[src/rtl/loader_pkg.sv]
// loader_pkg: shared state encoding, framing constants and field widths
// for program_loader and its word_packer helper.
package loader_pkg;

    // Frame-parsing states; CHECK is only reachable when the checksum
    // option (PROGRAM_LOADER_CHECKSUM_EN) is compiled in.
    typedef enum logic [2:0] {
        ST_SYNC   = 3'd0,
        ST_LEN_LO = 3'd1,
        ST_LEN_HI = 3'd2,
        ST_DATA   = 3'd3,
        ST_CHECK  = 3'd4,
        ST_DONE   = 3'd5,
        ST_ERROR  = 3'd6
    } loader_state_e;

    localparam logic [7:0] LOADER_SYNC_BYTE = 8'hA5;

    localparam int BYTE_W = 8;
    localparam int WORD_W = 32;
    localparam int LEN_W  = 16;
    localparam int IDX_W  = 2;

    // True for every state in which the loader still wants stream bytes.
    function automatic logic stateAcceptsBytes(input loader_state_e s);
        return (s != ST_DONE) && (s != ST_ERROR);
    endfunction

endpackage

[src/rtl/word_packer.sv]
// word_packer: collects stream bytes into 32-bit little-endian words.
// Holds the 2-bit byte index and a 24-bit partial-word shifter; the
// fourth byte of a word is combined directly with the shifter so the
// complete word is available in the same cycle it is accepted.
// With PROGRAM_LOADER_CHECKSUM_EN defined it also keeps the running XOR
// of every byte the top level marks for inclusion.
module word_packer
    import loader_pkg::*;
(
    input  logic              clk,
    input  logic              resetN,
    input  logic              clear_i,
    input  logic              shiftEn_i,
`ifdef PROGRAM_LOADER_CHECKSUM_EN
    input  logic              xorEn_i,
    output logic [BYTE_W-1:0] xorSum_o,
`endif
    input  logic [BYTE_W-1:0] dataByte_i,
    output logic              wordComplete_o,
    output logic [WORD_W-1:0] word_o
);

    logic [IDX_W-1:0]         byteIdx_q, byteIdx_d;
    logic [WORD_W-BYTE_W-1:0] shift_q,   shift_d;

    // Advance the byte index and shift new bytes in from the top (LSB first on the wire).
    always_comb begin
        byteIdx_d = byteIdx_q;
        shift_d   = shift_q;
        if (clear_i) begin
            byteIdx_d = '0;
            shift_d   = '0;
        end else if (shiftEn_i) begin
            byteIdx_d = byteIdx_q + IDX_W'(1);
            shift_d   = {dataByte_i, shift_q[WORD_W-BYTE_W-1:BYTE_W]};
        end
    end

    // Byte index and partial-word registers.
    always_ff @(posedge clk or negedge resetN) begin
        if (!resetN) begin
            byteIdx_q <= '0;
            shift_q   <= '0;
        end else begin
            byteIdx_q <= byteIdx_d;
            shift_q   <= shift_d;
        end
    end

    assign wordComplete_o = shiftEn_i && (byteIdx_q == '1);
    assign word_o         = {dataByte_i, shift_q};

`ifdef PROGRAM_LOADER_CHECKSUM_EN
    logic [BYTE_W-1:0] xor_q, xor_d;

    // Running XOR over length and data bytes, restarted while hunting for sync.
    always_comb begin
        xor_d = xor_q;
        if (clear_i) begin
            xor_d = '0;
        end else if (xorEn_i) begin
            xor_d = xor_q ^ dataByte_i;
        end
    end

    // Checksum accumulator register.
    always_ff @(posedge clk or negedge resetN) begin
        if (!resetN) begin
            xor_q <= '0;
        end else begin
            xor_q <= xor_d;
        end
    end

    assign xorSum_o = xor_q;
`endif

endmodule

[src/rtl/program_loader.sv]
// program_loader: boot-time instruction-memory writer.
// Parses a framed byte stream (A5, LEN_LO, LEN_HI, LEN*4 data bytes, LSB
// first) arriving over valid/ready, writes each completed word into the
// instruction memory, and holds the CPU in reset until the frame is in.
// Optional feature macro: PROGRAM_LOADER_CHECKSUM_EN adds a trailing XOR
// checksum byte that must match before the CPU is released.
module program_loader
    import loader_pkg::*;
#(
    parameter int DEPTH = 64,
    parameter int AW    = 6
) (
    input  logic          clk,
    input  logic          resetN,
    input  logic [7:0]    inData,
    input  logic          inValid,
    output logic          inReady,
    input  logic          reload,
    output logic          imemWe,
    output logic [AW-1:0] imemAddr,
    output logic [31:0]   imemData,
    output logic          cpuReset,
    output logic          done,
    output logic          error,
    output logic [AW:0]   wordCount
);

`ifdef PROGRAM_LOADER_CHECKSUM_EN
    localparam loader_state_e ST_AFTER_DATA = ST_CHECK;
`else
    localparam loader_state_e ST_AFTER_DATA = ST_DONE;
`endif
    localparam logic [LEN_W-1:0] DEPTH_LEN = LEN_W'(DEPTH);

    loader_state_e     state_q, state_d;
    logic [BYTE_W-1:0] lenLo_q, lenLo_d;
    logic [LEN_W-1:0]  len_q, len_d;
    logic [AW:0]       wordCount_q, wordCount_d;
    logic              inReady_q, inReady_d;
    logic              imemWe_q, imemWe_d;
    logic [AW-1:0]     imemAddr_q, imemAddr_d;
    logic [WORD_W-1:0] imemData_q, imemData_d;
    logic              cpuReset_q, cpuReset_d;
    logic              done_q, done_d;
    logic              error_q, error_d;

    logic              accept;
    logic [LEN_W-1:0]  lenFull;
    logic              packClear;
    logic              packShift;
    logic              wordComplete;
    logic [WORD_W-1:0] packedWord;
`ifdef PROGRAM_LOADER_CHECKSUM_EN
    logic              packXor;
    logic [BYTE_W-1:0] xorSum;
`endif

    // A byte moves only when we advertised ready on the previous edge.
    assign accept  = inValid && inReady_q;
    assign lenFull = {inData, lenLo_q};

    word_packer u_packer (
        .clk            (clk),
        .resetN         (resetN),
        .clear_i        (packClear),
        .shiftEn_i      (packShift),
`ifdef PROGRAM_LOADER_CHECKSUM_EN
        .xorEn_i        (packXor),
        .xorSum_o       (xorSum),
`endif
        .dataByte_i     (inData),
        .wordComplete_o (wordComplete),
        .word_o         (packedWord)
    );

    // Frame-parsing FSM next state together with the registered-output values it implies.
    always_comb begin
        state_d     = state_q;
        lenLo_d     = lenLo_q;
        len_d       = len_q;
        wordCount_d = wordCount_q;
        imemWe_d    = 1'b0;
        imemAddr_d  = imemAddr_q;
        imemData_d  = imemData_q;
        packClear   = 1'b0;
        packShift   = 1'b0;
`ifdef PROGRAM_LOADER_CHECKSUM_EN
        packXor     = 1'b0;
`endif

        case (state_q)
            ST_SYNC: begin
                packClear = 1'b1;
                if (accept && (inData == LOADER_SYNC_BYTE)) begin
                    state_d = ST_LEN_LO;
                end
            end

            ST_LEN_LO: begin
                if (accept) begin
`ifdef PROGRAM_LOADER_CHECKSUM_EN
                    packXor = 1'b1;
`endif
                    lenLo_d = inData;
                    state_d = ST_LEN_HI;
                end
            end

            ST_LEN_HI: begin
                if (accept) begin
`ifdef PROGRAM_LOADER_CHECKSUM_EN
                    packXor = 1'b1;
`endif
                    len_d = lenFull;
                    if (lenFull > DEPTH_LEN) begin
                        state_d = ST_ERROR;
                    end else if (lenFull == '0) begin
                        state_d = ST_AFTER_DATA;
                    end else begin
                        state_d = ST_DATA;
                    end
                end
            end

            ST_DATA: begin
                if (accept) begin
                    packShift = 1'b1;
`ifdef PROGRAM_LOADER_CHECKSUM_EN
                    packXor   = 1'b1;
`endif
                    if (wordComplete) begin
                        imemWe_d    = 1'b1;
                        imemAddr_d  = wordCount_q[AW-1:0];
                        imemData_d  = packedWord;
                        wordCount_d = wordCount_q + (AW+1)'(1);
                        if (LEN_W'(wordCount_d) == len_q) begin
                            state_d = ST_AFTER_DATA;
                        end
                    end
                end
            end

`ifdef PROGRAM_LOADER_CHECKSUM_EN
            ST_CHECK: begin
                if (accept) begin
                    state_d = (inData == xorSum) ? ST_DONE : ST_ERROR;
                end
            end
`endif

            ST_DONE, ST_ERROR: begin
                if (reload) begin
                    state_d     = ST_SYNC;
                    wordCount_d = '0;
                end
            end

            default: begin
                state_d = ST_SYNC;
            end
        endcase

        inReady_d  = stateAcceptsBytes(state_d);
        cpuReset_d = (state_d != ST_DONE);
        done_d     = (state_d == ST_DONE);
        error_d    = (state_d == ST_ERROR);
    end

    // State, counters and registered outputs; reset idles the port and holds the CPU in reset.
    always_ff @(posedge clk or negedge resetN) begin
        if (!resetN) begin
            state_q     <= ST_SYNC;
            lenLo_q     <= '0;
            len_q       <= '0;
            wordCount_q <= '0;
            inReady_q   <= 1'b0;
            imemWe_q    <= 1'b0;
            imemAddr_q  <= '0;
            imemData_q  <= '0;
            cpuReset_q  <= 1'b1;
            done_q      <= 1'b0;
            error_q     <= 1'b0;
        end else begin
            state_q     <= state_d;
            lenLo_q     <= lenLo_d;
            len_q       <= len_d;
            wordCount_q <= wordCount_d;
            inReady_q   <= inReady_d;
            imemWe_q    <= imemWe_d;
            imemAddr_q  <= imemAddr_d;
            imemData_q  <= imemData_d;
            cpuReset_q  <= cpuReset_d;
            done_q      <= done_d;
            error_q     <= error_d;
        end
    end

    assign inReady   = inReady_q;
    assign imemWe    = imemWe_q;
    assign imemAddr  = imemAddr_q;
    assign imemData  = imemData_q;
    assign cpuReset  = cpuReset_q;
    assign done      = done_q;
    assign error     = error_q;
    assign wordCount = wordCount_q;

endmodule

[config.mk]
export PLATFORM = sky130hd
export DESIGN_NAME = program_loader
export DESIGN_NICKNAME = d
export VERILOG_FILES = /design/src/rtl/loader_pkg.sv /design/src/rtl/word_packer.sv /design/src/rtl/program_loader.sv
export SDC_FILE = /design/constraint.sdc
export NUM_CORES = 1
export LEC_CHECK = 0
export ABC_CLOCK_PERIOD_IN_PS = 2600
export BUFFER_PORTS_ARGS = -buffer_cell sky130_fd_sc_hd__buf_2
export CORE_MARGIN = 2
export CORE_UTILIZATION = 30
export CTS_CLUSTER_SIZE = 40
export DETAILED_ROUTE_END_ITERATION = 7
export GPL_ROUTABILITY_DRIVEN = 0
export SLEW_MARGIN = 15
export SYNTH_ARGS = -nofsm -noshare
export SYNTH_HDL_FRONTEND = slang
export SYNTH_SLANG_ARGS = --single-unit
[constraint.sdc]
create_clock -name clk -period 2.6 [get_ports clk]
set_input_delay 0.26 -clock clk [delete_from_list [all_inputs] [get_ports clk]]
set_output_delay 0.26 -clock clk [all_outputs]
set_load 0.005 [all_outputs]
# After elaboration in Yosys (flattened, before gate mapping)
# Cells that the tools add are included.
# word_totals
register_bits,103
elab_cells,68
# classes
n_addsub,2
magnitude_cmp,1
eq_ne,15
mux,24
reduce_logical,13
# op_table
cell,n
two-way mux 24 bit,2
two-way mux 3 bit,9
two-way mux 7 bit,3
== test 7 x 16 -> 1 bit,1
"> comparator 16 x 7 -> 1 bit, second input constant",1
logical NOT 16 bit,1
one-hot mux 3 bit (5 select lines),1
one-hot mux 7 bit (2 select lines),1
"== test 3 bit, second input constant",4
"== test 8 bit, second input constant",1
"adder 7 x 1 -> 7 bit, second input constant",1
"== test 3 x 2 -> 1 bit, second input constant",2
two-way mux 1 bit,6
"!= test 3 bit, second input constant",2
logical AND 1 bit,4
two-way mux 2 bit,2
"!= test 2 bit, second input constant",2
AND reduction 2 bit,2
AND reduction 4 bit,1
nonzero test 2 bit,2
"== test 3 x 1 -> 1 bit, second input constant",1
logical NOT 3 bit,1
AND reduction 3 bit,1
"adder 2 x 1 -> 2 bit, second input constant",1
other kinds (3),3

# Depth between registers and ports, before layout
# Gate-level depths: netlist of the first run.
# depth
ltp_word,9
mapped_depth,8

# Modules after synthesis
# A second synthesis of the first run with hierarchy kept.
# unflattened
hier_cells,417
hier_area_um2,4456.8
# modules_own_cells
mod,n_inst,cells_per_inst,area_each_um2,seq_area_each_um2
program_loader,1,323,3303.2,1928.1
word_packer,1,94,1153.6,650.6

# Worst setup path before layout of the first run
# No wires, ideal clock.
# synth_timing
kind,register -> register
start,register wordCount_q[0] (netlist: wordCount[0])
end,register inReady_q (netlist: inReady)
setup_time_ns,0.120
t_arrival_ns,2.077
required_time_ns,2.480
setup_slack_ns,0.403
path_stages_with_launch,8
path_buffers,1
path_cell_list,dfrtp_1 -> ha_1 -> clkbuf_2 -> a31o_2 -> a211oi_1 -> a211oi_1 -> or4_4 -> and2_2
# synth_between
elab_chain_cells,8
word_cells_on_any_way,9
classes_between,add/sub: 1; eq/ne: 3; mux: 4; reduce/logical: 1
# synth_lines
element,line,rtl
"start, declared",program_loader.sv:38,"logic [AW:0] wordCount_q, wordCount_d;"
"start signal, assigned",program_loader.sv:187,wordCount_q <= wordCount_d;
adder 7 x 1 -> 7 bit *,program_loader.sv:135,wordCount_d = wordCount_q + (AW+1)'(1);
== test 7 x 16 -> 1 bit *,program_loader.sv:136,if (LEN_W'(wordCount_d) == len_q) begin
two-way mux 3 bit *,program_loader.sv:136,
two-way mux 3 bit *,program_loader.sv:131,if (wordComplete) begin
two-way mux 3 bit *,program_loader.sv:126,if (accept) begin
one-hot mux 3 bit (5 select lines) *,program_loader.sv:91,case (state_q)
!= test 3 bit,loader_pkg.sv:26,return (s != ST_DONE) && (s != ST_ERROR);
logical AND 1 bit *,loader_pkg.sv:26,
named net inReady_d,program_loader.sv:39,"logic inReady_q, inReady_d;"
"end signal, assigned",program_loader.sv:188,inReady_q <= inReady_d;
"end, declared",program_loader.sv:39,
# Mark *: on every way through the listed nets, which the timed path passes. The rest lies on a longest branch.
# A chain may end at the register's enable or synchronous reset.

# Final worst setup path of the first run
# Same ends and word-level chain as after synthesis.

==> results of run 1 <==
power by group:
group          leakage [nW]  switching, mW  internal (mW)  total, mW
Combinational          1.05          0.156          0.132      0.288
Sequential             1.42         0.0542           1.68       1.73
Clock                 0.155          0.561          0.862       1.42
Total                  2.62          0.771           2.67       3.44
stage by stage:
stage          hold WS, ps  setup slack, ps
2_1_floorplan        -35.6              403
3_3_place_gp           295              366
4_1_cts                191              292
6_report               196              293
5_1_grt                216              204
3_5_place_dp           317              299
worst reg2reg max path: cells and delay by family (launching register included):
family	cells	cell delay, ps
compound gates	3	620
fa+ha+maj	1	330
flops	1	460
simple gates	2	790
worst max path at each step:
| stage | cells past startpoint | slack [ps] | to | startpoint |
|---|---|---|---|---|
| 6_report | 6 | 290 | inReady$_DFF_PN0_ | wordCount[0]$_DFFE_PN0P_ |
| 3_3_place_gp | 6 | 370 | inReady$_DFF_PN0_ | wordCount[0]$_DFFE_PN0P_ |
| 2_1_floorplan | 7 | 400 | inReady$_DFF_PN0_ | wordCount[0]$_DFFE_PN0P_ |
| 5_1_grt | 6 | 200 | inReady$_DFF_PN0_ | wordCount[0]$_DFFE_PN0P_ |
| 3_5_place_dp | 6 | 300 | inReady$_DFF_PN0_ | wordCount[0]$_DFFE_PN0P_ |
| 4_1_cts | 6 | 290 | inReady$_DFF_PN0_ | wordCount[0]$_DFFE_PN0P_ |
cells by family after synthesis:
kind of cell / count (synthesis)
and+or+nand+nor: 149
adders and majority gates: 2
DFF: 103
buffers and inverters: 25
muxes: 49
AOI/OAI and AO/OA: 58
xor gates and xnor gates: 7
state kept, by name, summed over array words and instances (netlist names):
register,flops
wordCount,7
imemAddr,6
inReady,1
imemData,32
u_packer.shift_q,24
cpuReset,1
imemWe,1
error,1
state_q,3
done,1
lenLo_q,8
len_q,16
u_packer.byteIdx_q,2
cell usage after synthesis (all sizes together), types with 2 or more instances:
| cell type | n | share of area |
|---|---|---|
| clkbuf | 11 | 0.0097 |
| buf | 11 | 0.012 |
| and3 | 5 | 0.0071 |
| xor2 | 5 | 0.010 |
| a21oi | 3 | 0.0034 |
| nor4 | 3 | 0.0043 |
| nand2 | 104 | 0.089 |
| mux2 | 48 | 0.12 |
| a211oi | 2 | 0.0034 |
| or3 | 2 | 0.0029 |
| xnor2 | 2 | 0.0040 |
| o31ai | 2 | 0.0034 |
| ha | 2 | 0.0057 |
| and3b | 2 | 0.0040 |
| o41ai | 2 | 0.0040 |
| nor3b | 2 | 0.0034 |
| nor2 | 7 | 0.0060 |
| inv | 3 | 0.0026 |
| nor3 | 5 | 0.011 |
| or4 | 4 | 0.0086 |
| nand3 | 6 | 0.0080 |
| nand4 | 3 | 0.0043 |
| dfrtp | 102 | 0.58 |
| a22o | 2 | 0.0040 |
| o21ai | 36 | 0.041 |
| nand2b | 2 | 0.0046 |
| o2111ai | 2 | 0.0040 |
repair_timing:
action	CTS	global route
hold buffers	1	0
resized for setup	0	0
endpoints found under the hold margin	45	0
endpoints found under the setup margin	0	0
cell type report:
class | count | area [um^2] | area share
clock buffer | 11 | 243 | 0.0465
clock inverter | 4 | 70.1 | 0.0134
inverter | 3 | 11.3 | 0.00216
multi-input combinational | 265 | 1690 | 0.325
sequential | 103 | 2580 | 0.494
tap | 184 | 230 | 0.0441
timing repair buffer | 70 | 390 | 0.0748
layer usage:
metal,track usage,part of all wire,vias up
met5,0,0,-
met4,0.0496,0.017,0
met3,0.0228,0.040,12
met2,0.198,0.47,63
met1,0.176,0.48,1493
li1,-,-,1472
layout by cell type, fill, tap and decap left out, drive strengths merged, types with 3 or more instances in the layout:
| cell type | Yosys | routed |
|---|---|---|
| nand2 | 104 | 104 |
| dfrtp | 102 | 102 |
| buf | 11 | 69 |
| mux2 | 48 | 48 |
| o21ai | 36 | 36 |
| clkbuf | 11 | 11 |
| nor2 | 7 | 7 |
| nand3 | 6 | 6 |
| nor3 | 5 | 5 |
| xor2 | 5 | 5 |
| and3 | 5 | 5 |
| or4 | 4 | 4 |
| nor4 | 3 | 3 |
| nand4 | 3 | 3 |
| a21oi | 3 | 3 |
| inv | 3 | 3 |
==> results.sh, run 1 <==
export IMPL_crit_chain="ha_1 > a31o_2 > a211oi_1 > a211oi_1 > or4_4 > and2_2"
export IMPL_tritoncts="done"
export IMPL_holdCritStartpoint="inData[2]"
export IMPL_worstSetupEndpointType="flop"
export IMPL_stdcell_count=640
export IMPL_p_leak_nw=2.62
export IMPL_portBuffers=61
export IMPL_drv_slew=0
export IMPL_start_kind="flop"
export IMPL_required_ps=2830
export IMPL_ff2ff_path_depth=6
export IMPL_clk_path_buf_depth=2
export IMPL_utilization=0.363
export IMPL_die_w_um=125
export IMPL_grt_max_degree=48
export IMPL_grt_setup_unrepaired="false"
export IMPL_syn_to_final_growth_pct=19.2
export IMPL_ioPinCount=62
export IMPL_r2r_slack_ps=290
export IMPL_yosysWarnings=0
export IMPL_power_total_mw=3.44
export IMPL_drc=0
export IMPL_layout_nets=466
export IMPL_crit_buf_inv=0
export IMPL_yosysUniqueCellTypes=49
export IMPL_fmax_ghz=0.433
export IMPL_synth_edf_count=0
export IMPL_max_stage_delay_ps=580
export IMPL_synthXorXnorAreaFrac=0.0140
export IMPL_grt_pass1_wl_mm=16.0
export IMPL_dp_cells=624
export IMPL_die_area_mm2=0.0156
export IMPL_start_util=0.305
export IMPL_antenna_found_initial=0
export IMPL_syn_avg_cell_area_um2=11.1
export IMPL_reg2reg_to="inReady$_DFF_PN0_"
export IMPL_holdCritPathClass="in2reg"
export IMPL_synth_nets=407
export IMPL_synth_compound_area_frac=0.0800
export IMPL_cp_slowest_cell="or4_4"
export IMPL_drt_iter0_markers=150
export IMPL_dpl_hpwl_mm=6.77
export IMPL_cts_num_sinks=103
export IMPL_synth_top_family_by_area="simple AND/OR/NAND/NOR gates"
export IMPL_die_y_um=125
export IMPL_synth_simple_area_share=0.161
export IMPL_rows=44
export IMPL_ys_async_sr_fraction=1.00
export IMPL_grt_pass1_vias=3020
export IMPL_whs_path_depth=3
export IMPL_finalCriticalPeriod_ps=2310
export IMPL_arrival_ps=2540
export IMPL_fin_tns_setup_ps=0
export IMPL_grt_usage=0.127
export IMPL_syn_inst=393
export IMPL_cts_buffers=9
export IMPL_ys_flop_type="dfrtp_1"
export IMPL_path_class="reg2reg"
export IMPL_ys_seq_elements=103
export IMPL_worstPathMaxFanout=7
export IMPL_clk_pin_slew_worst_paths_ps=70
export IMPL_place_area_mm2=0.00489
export IMPL_ant_nets=0
export IMPL_final_cell_area_mm2=0.00522
export IMPL_worst_pin_slew_ps=757
export IMPL_drv_cap=0
export IMPL_path_common_cell="a211oi_1"
export IMPL_yosysSeqAreaShare=0.589
export IMPL_post_route_period_util=0.887
export IMPL_overflow=0
export IMPL_synth_adder_area_share=0.00572
export IMPL_hold_violations=0
export IMPL_wl_per_cell_um=15.0
export IMPL_n_antenna_cell=0
export IMPL_min_to="imemData[26]$_DFFE_PN0P_"
export IMPL_r2r_start="wordCount[0]$_DFFE_PN0P_"
export IMPL_p_per_area_mw_per_mm2=660
export IMPL_root_buffer="clkbuf_16"
export IMPL_post_cts_buffers=0
export IMPL_via_per_inst=4.75
export IMPL_first_pass_iters=4
export IMPL_muxShareOfSynthArea=0.126
export IMPL_slew_headroom=0.493
export IMPL_fin_skew_ps=6.73
export IMPL_status="complete, no violations"
export IMPL_wirelength_mm=9.59
export IMPL_nFillCells=1392
export IMPL_clk_latency_ps=340
export IMPL_setup_viol=0
export IMPL_ir_drop_mv=0.350
export IMPL_ctsHtreeMaxLevel=3
export IMPL_dr_total_vias=3040
export IMPL_crit_family="simple AND/OR/NAND/NOR gates"
export IMPL_core_mm2=0.0144
export IMPL_syn_cell_area_mm2=0.00438
export IMPL_final_layout_size_suffix_gt1_frac=0.320
(Power assumes the default switching activity.)
==> inputs of run 2 (changes only) <==
- CORE_MARGIN: 2 -> unset
==> results.sh, run 2 (same netlist as run 1, synthesis figures left out) <==
export IMPL_status="finished, violations left"
export IMPL_violations="hold timing"
export IMPL_start_kind="flop"
export IMPL_die_w_um=123
export IMPL_post_route_period_util=0.890
export IMPL_die_y_um=123
export IMPL_dr_total_vias=3089
export IMPL_drv_slew=0
export IMPL_layout_nets=464
export IMPL_drv_cap=0
export IMPL_utilization=0.372
export IMPL_wirelength_mm=9.57
export IMPL_grt_pass1_vias=3003
export IMPL_power_total_mw=3.55
export IMPL_via_per_inst=4.86
export IMPL_hold_violations=7
export IMPL_grt_setup_unrepaired="false"
export IMPL_r2r_start="wordCount[0]$_DFFE_PN0P_"
export IMPL_slew_headroom=0.477
export IMPL_worst_pin_slew_ps=784
export IMPL_stdcell_count=635
export IMPL_tritoncts="done"
export IMPL_final_common_cell="nand2_1"
export IMPL_post_cts_buffers=0
export IMPL_antenna_found_initial=0
export IMPL_rows=43
export IMPL_p_leak_nw=2.62
export IMPL_path_class="reg2reg"
export IMPL_ir_drop_mv=0.401
export IMPL_dpl_hpwl_mm=6.64
export IMPL_ff2ff_path_depth=6
export IMPL_drc=0
export IMPL_ctsHtreeMaxLevel=3
export IMPL_start_util=0.312
export IMPL_required_ps=2870
export IMPL_root_buffer="clkbuf_16"
export IMPL_clk_path_buf_depth=2
export IMPL_largest_register_ffs=32
export IMPL_hold_slack_ps=-9.90
export IMPL_ant_nets=0
export IMPL_crit_buf_inv=0
export IMPL_arrival_ps=2580
export IMPL_reg2reg_to="cpuReset$_DFF_PN1_"
export IMPL_fin_tns_setup_ps=0
export IMPL_grt_usage=0.134
export IMPL_setup_viol=0
export IMPL_p_per_area_mw_per_mm2=679
export IMPL_crit_chain="ha_1 > a31o_2 > a211oi_1 > a211oi_1 > or4_4 > a22o_1"
export IMPL_r2r_slack_ps=290
export IMPL_cts_buffers=9
export IMPL_fin_skew_ps=4.60
export IMPL_fmax_ghz=0.432
export IMPL_crit_family="compound AO/OA/AOI/OAI gates"
export IMPL_die_area_mm2=0.0151
export IMPL_grt_max_degree=62
export IMPL_top_layer="met4"
export IMPL_grt_pass1_wl_mm=15.5
export IMPL_wl_per_cell_um=15.1
export IMPL_final_layout_size_suffix_gt1_frac=0.323
export IMPL_holdCritPathClass="in2async"
export IMPL_fin_ws_ps=287
export IMPL_cts_num_sinks=103
export IMPL_syn_to_final_growth_pct=19.4
export IMPL_worstPathMaxFanout=7
export IMPL_dr_wl_met2_mm=4.60
export IMPL_clk_pin_slew_worst_paths_ps=70
export IMPL_finalCriticalPeriod_ps=2310
export IMPL_clk_latency_ps=340
export IMPL_ioPinCount=62
export IMPL_path_common_cell="a211oi_1"
export IMPL_worstSetupEndpointType="flop"
export IMPL_core_mm2=0.0140
export IMPL_post_place_ws_ps=299
export IMPL_wl_met3_um=464
export IMPL_n_antenna_cell=0
export IMPL_cp_slowest_cell="or4_4"
export IMPL_wl_met1_mm=4.38
export IMPL_first_pass_iters=6
export IMPL_cts_resized=0
export IMPL_overflow=0
export IMPL_nFillCells=1350
export IMPL_dp_cells=619
export IMPL_hold_buffers=0
export IMPL_portBuffers=61
export IMPL_max_stage_delay_ps=580
export IMPL_mostFrequentLayoutCells="nand2_1 (104), dfrtp_1 (102), buf_2 (60)"
export IMPL_drt_iter0_markers=266
[run 2: layout make-up]
class / count / area [um^2] / area share
clock buffer: 10 / 239 / 0.0457
clock inverter: 6 / 108 / 0.0206
inverter: 3 / 11.3 / 0.00215
multi-input combinational: 265 / 1690 / 0.324
sequential: 103 / 2580 / 0.493
tap: 180 / 225 / 0.0431
timing repair buffer: 68 / 373 / 0.0713
[run 2: how the worst max path moves through the flow]
stage / startpoint / slack (ps) / cells after the start / end
3_5_place_dp: wordCount[0]$_DFFE_PN0P_ / 300 / 6 / cpuReset$_DFF_PN1_
3_3_place_gp: wordCount[0]$_DFFE_PN0P_ / 380 / 6 / inReady$_DFF_PN0_
2_1_floorplan: wordCount[0]$_DFFE_PN0P_ / 400 / 7 / inReady$_DFF_PN0_
6_report: wordCount[0]$_DFFE_PN0P_ / 290 / 6 / cpuReset$_DFF_PN1_
5_1_grt: wordCount[0]$_DFFE_PN0P_ / 90 / 6 / cpuReset$_DFF_PN1_
4_1_cts: wordCount[0]$_DFFE_PN0P_ / 290 / 6 / cpuReset$_DFF_PN1_
[run 2: metal layers]
| layer | track usage | vias up |
|---|---|---|
| li1 | - | 1469 |
| met1 | 0.181 | 1533 |
| met2 | 0.206 | 80 |
| met3 | 0.0297 | 7 |
| met4 | 0.0556 | 0 |
| met5 | 0 | - |
[run 2: where the power goes]
part | switching (mW) | total [mW] | internal [mW]
clock | 0.563 | 1.53 | 0.963
combinational | 0.158 | 0.289 | 0.131
sequential | 0.0553 | 1.73 | 1.68
total | 0.777 | 3.55 | 2.77
[run 2: stage by stage]
stage / hold WS [ps] / cell area (um^2)
detailed placement: 400 / 4880
global route: 63.3 / 5230
CTS: 37.5 / 5230
floorplan: -35.6 / 4380
finish: -9.90 / 5230
global placement: 387 / 4880
==> inputs of run 3 (changes only) <==
- ABC_AREA: unset -> 1
==> results.sh, run 3 <==
export IMPL_status="complete, no violations"
export IMPL_layout_nets=528
export IMPL_wl_per_cell_um=13.3
export IMPL_antenna_found_initial=0
export IMPL_drc=0
export IMPL_multi_input_area_mm2=0.00132
export IMPL_final_layout_size_suffix_gt1_frac=0.185
export IMPL_drv_slew=0
export IMPL_cp_num_cells=9
export IMPL_die_area_mm2=0.0146
export IMPL_yosysWarnings=0
export IMPL_yosysSeqAreaShare=0.608
export IMPL_grt_pass1_vias=3158
export IMPL_grt_max_degree=65
export IMPL_holdCritPathClass="in2reg"
export IMPL_syn_inst=454
export IMPL_clk_path_buf_depth=2
export IMPL_via_per_inst=4.56
export IMPL_rows=43
export IMPL_synth_edf_count=0
export IMPL_worst_pin_slew_ps=603
export IMPL_yosys_top_cells_count="nand2_1 (108), dfrtp_1 (102), inv_1 (64)"
export IMPL_p_per_area_mw_per_mm2=695
export IMPL_power_total_mw=3.51
export IMPL_yosysUniqueCellTypes=27
export IMPL_ys_async_sr_fraction=1.00
export IMPL_largest_register_ffs=32
export IMPL_syn_to_final_growth_pct=19.0
export IMPL_portBuffers=61
export IMPL_worstPathMaxFanout=21
export IMPL_final_common_cell="nand2_1"
export IMPL_fin_tns_setup_ps=0
export IMPL_cts_resized=0
export IMPL_synth_top_area_frac=0.602
export IMPL_endpoint="error$_DFF_PN0_"
export IMPL_crit_family="simple AND/OR/NAND/NOR gates"
export IMPL_synthMostInstantiatedCell="nand2_1"
export IMPL_ir_drop_mv=0.345
export IMPL_clk_latency_ps=350
export IMPL_yosys_area_top_type="dfrtp_1"
export IMPL_post_route_period_util=0.703
export IMPL_syn_avg_cell_area_um2=9.34
export IMPL_fin_skew_ps=9.91
export IMPL_first_pass_iters=4
export IMPL_cts_buffers=9
export IMPL_seqCellArea_mm2=0.00258
export IMPL_crit_chain="inv_1 > nand3_2 > nor2_4 > nand2_2 > nor2_1 > nand2_1 > nor2_2 > nand3_2 > a21oi_1"
export IMPL_drt_iter0_markers=165
export IMPL_setup_viol=0
export IMPL_ff2ff_path_depth=9
export IMPL_hold_buffers=1
export IMPL_root_buffer="clkbuf_16"
export IMPL_grt_pass1_wl_mm=15.9
export IMPL_start_util=0.307
export IMPL_grt_usage=0.140
export IMPL_nFillCells=1398
export IMPL_core_mm2=0.0138
export IMPL_r2r_start="state_q[2]$_DFF_PN0_"
export IMPL_die_w_um=121
export IMPL_synth_area_top_cells="dfrtp_1 (60%), nand2_1 (9.6%), inv_1 (5.7%), o21ai_0 (4.6%), o22ai_1 (4.1%)"
export IMPL_synth_nets=468
export IMPL_required_ps=2860
export IMPL_dpl_hpwl_mm=6.63
export IMPL_mostFrequentLayoutCells="nand2_1 (108), dfrtp_1 (102), inv_1 (64)"
export IMPL_reg2reg_to="error$_DFF_PN0_"
export IMPL_path_common_cell="nand3_2"
export IMPL_fmax_ghz=0.547
export IMPL_crit_buf_inv=1
export IMPL_startpoint="state_q[2]$_DFF_PN0_"
export IMPL_ctsHtreeMaxLevel=3
export IMPL_slew_headroom=0.598
export IMPL_n_antenna_cell=0
export IMPL_ioPinCount=62
export IMPL_p_leak_nw=2.49
export IMPL_worstSetupEndpointType="flop"
export IMPL_max_stage_delay_ps=410
export IMPL_start_kind="flop"
export IMPL_post_cts_buffers=0
export IMPL_overflow=0
export IMPL_path_class="reg2reg"
export IMPL_drv_cap=0
export IMPL_grt_setup_unrepaired="false"
export IMPL_wirelength_mm=9.28
export IMPL_cts_num_sinks=103
export IMPL_arrival_ps=2090
export IMPL_ys_flop_type="dfrtp_1"
export IMPL_ant_nets=0
export IMPL_r2r_slack_ps=770
export IMPL_finalCriticalPeriod_ps=1830
export IMPL_fin_ws_ps=772
export IMPL_tritoncts="done"
export IMPL_hold_violations=0
export IMPL_syn_cell_area_mm2=0.00424
export IMPL_ys_seq_elements=103
export IMPL_cp_slowest_cell="dfrtp_1"
export IMPL_die_y_um=121
export IMPL_clk_pin_slew_worst_paths_ps=70
export IMPL_dr_total_vias=3185
export IMPL_post_place_ws_ps=768
-- run 3: cell count changes after synthesis, moves of 4 or more --
cell      change
and3_1        -5
mux2_2       -48
o22ai_1      +27
nand3_1      +13
nand2_1       +4
xor2_1        -4
clkbuf_1      -5
nor3_2        -5
o21ai_1      +27
nor2_1        +9
inv_1        +62
-- run 3: worst min path at each step --
stage	start	to	slack [ps]	cells past startpoint
global route	inData[0]	len_q[8]$_DFFE_PN0P_	150	3
detailed placement	resetN	imemAddr[0]$_DFFE_PN0P_	320	1
CTS	inData[0]	len_q[8]$_DFFE_PN0P_	130	3
floorplan	resetN	done$_DFF_PN0_	-40	0
global placement	resetN	imemAddr[0]$_DFFE_PN0P_	310	1
finish	inData[0]	len_q[8]$_DFFE_PN0P_	130	3
-- run 3: layout make-up --
type | instances | area share
Inverter | 66 | 0.0491
Multi-Input combinational cell | 268 | 0.261
Sequential cell | 103 | 0.511
Clock buffer | 9 | 0.0446
Tap cell | 180 | 0.0446
Clock inverter | 7 | 0.0156
Timing Repair Buffer | 66 | 0.0739
-- run 3: kinds of logic after synthesis --
group | Yosys count | synth area share
compound gates | 100 | 0.129
xor+xnor | 1 | 0.00207
fa+ha+maj | 2 | 0.00590
buf+inv | 83 | 0.0814
flops | 103 | 0.608
mux | 1 | 0.00236
simple gates | 164 | 0.171
-- run 3: worst reg2reg max path, delay by kind of cell (launching register included) --
kind            cells  cell delay (ps)
compound gates      1              170
buf+inv             1              150
flops               1              410
simple gates        7             1020
-- run 3: metrics by stage --
step           hold slack [ps]  cells  cell area, um^2  utilization
5_1_grt                    153    699             5050        0.365
4_1_cts                    131    699             5050        0.365
3_5_place_dp               318    682             4730        0.342
3_3_place_gp               309    682             4730        0.342
6_report                   135    699             5050        0.365
2_1_floorplan            -35.6    454             4240            -
-- run 3: layer usage --
metal / track usage / wire length (um) / vias up / share of wire
met5: 0 / 0 / - / 0
met1: 0.184 / 4330 / 1507 / 0.47
li1: - / - / 1597 / -
met4: 0.0455 / 134 / 0 / 0.014
met2: 0.223 / 4350 / 70 / 0.47
met3: 0.0395 / 462 / 11 / 0.050
-- run 3: power breakdown --
group	switching [mW]	internal, mW	leakage, nW
clock network	0.615	0.760	0.150
registers	0.0565	1.72	1.39
logic	0.237	0.124	0.958
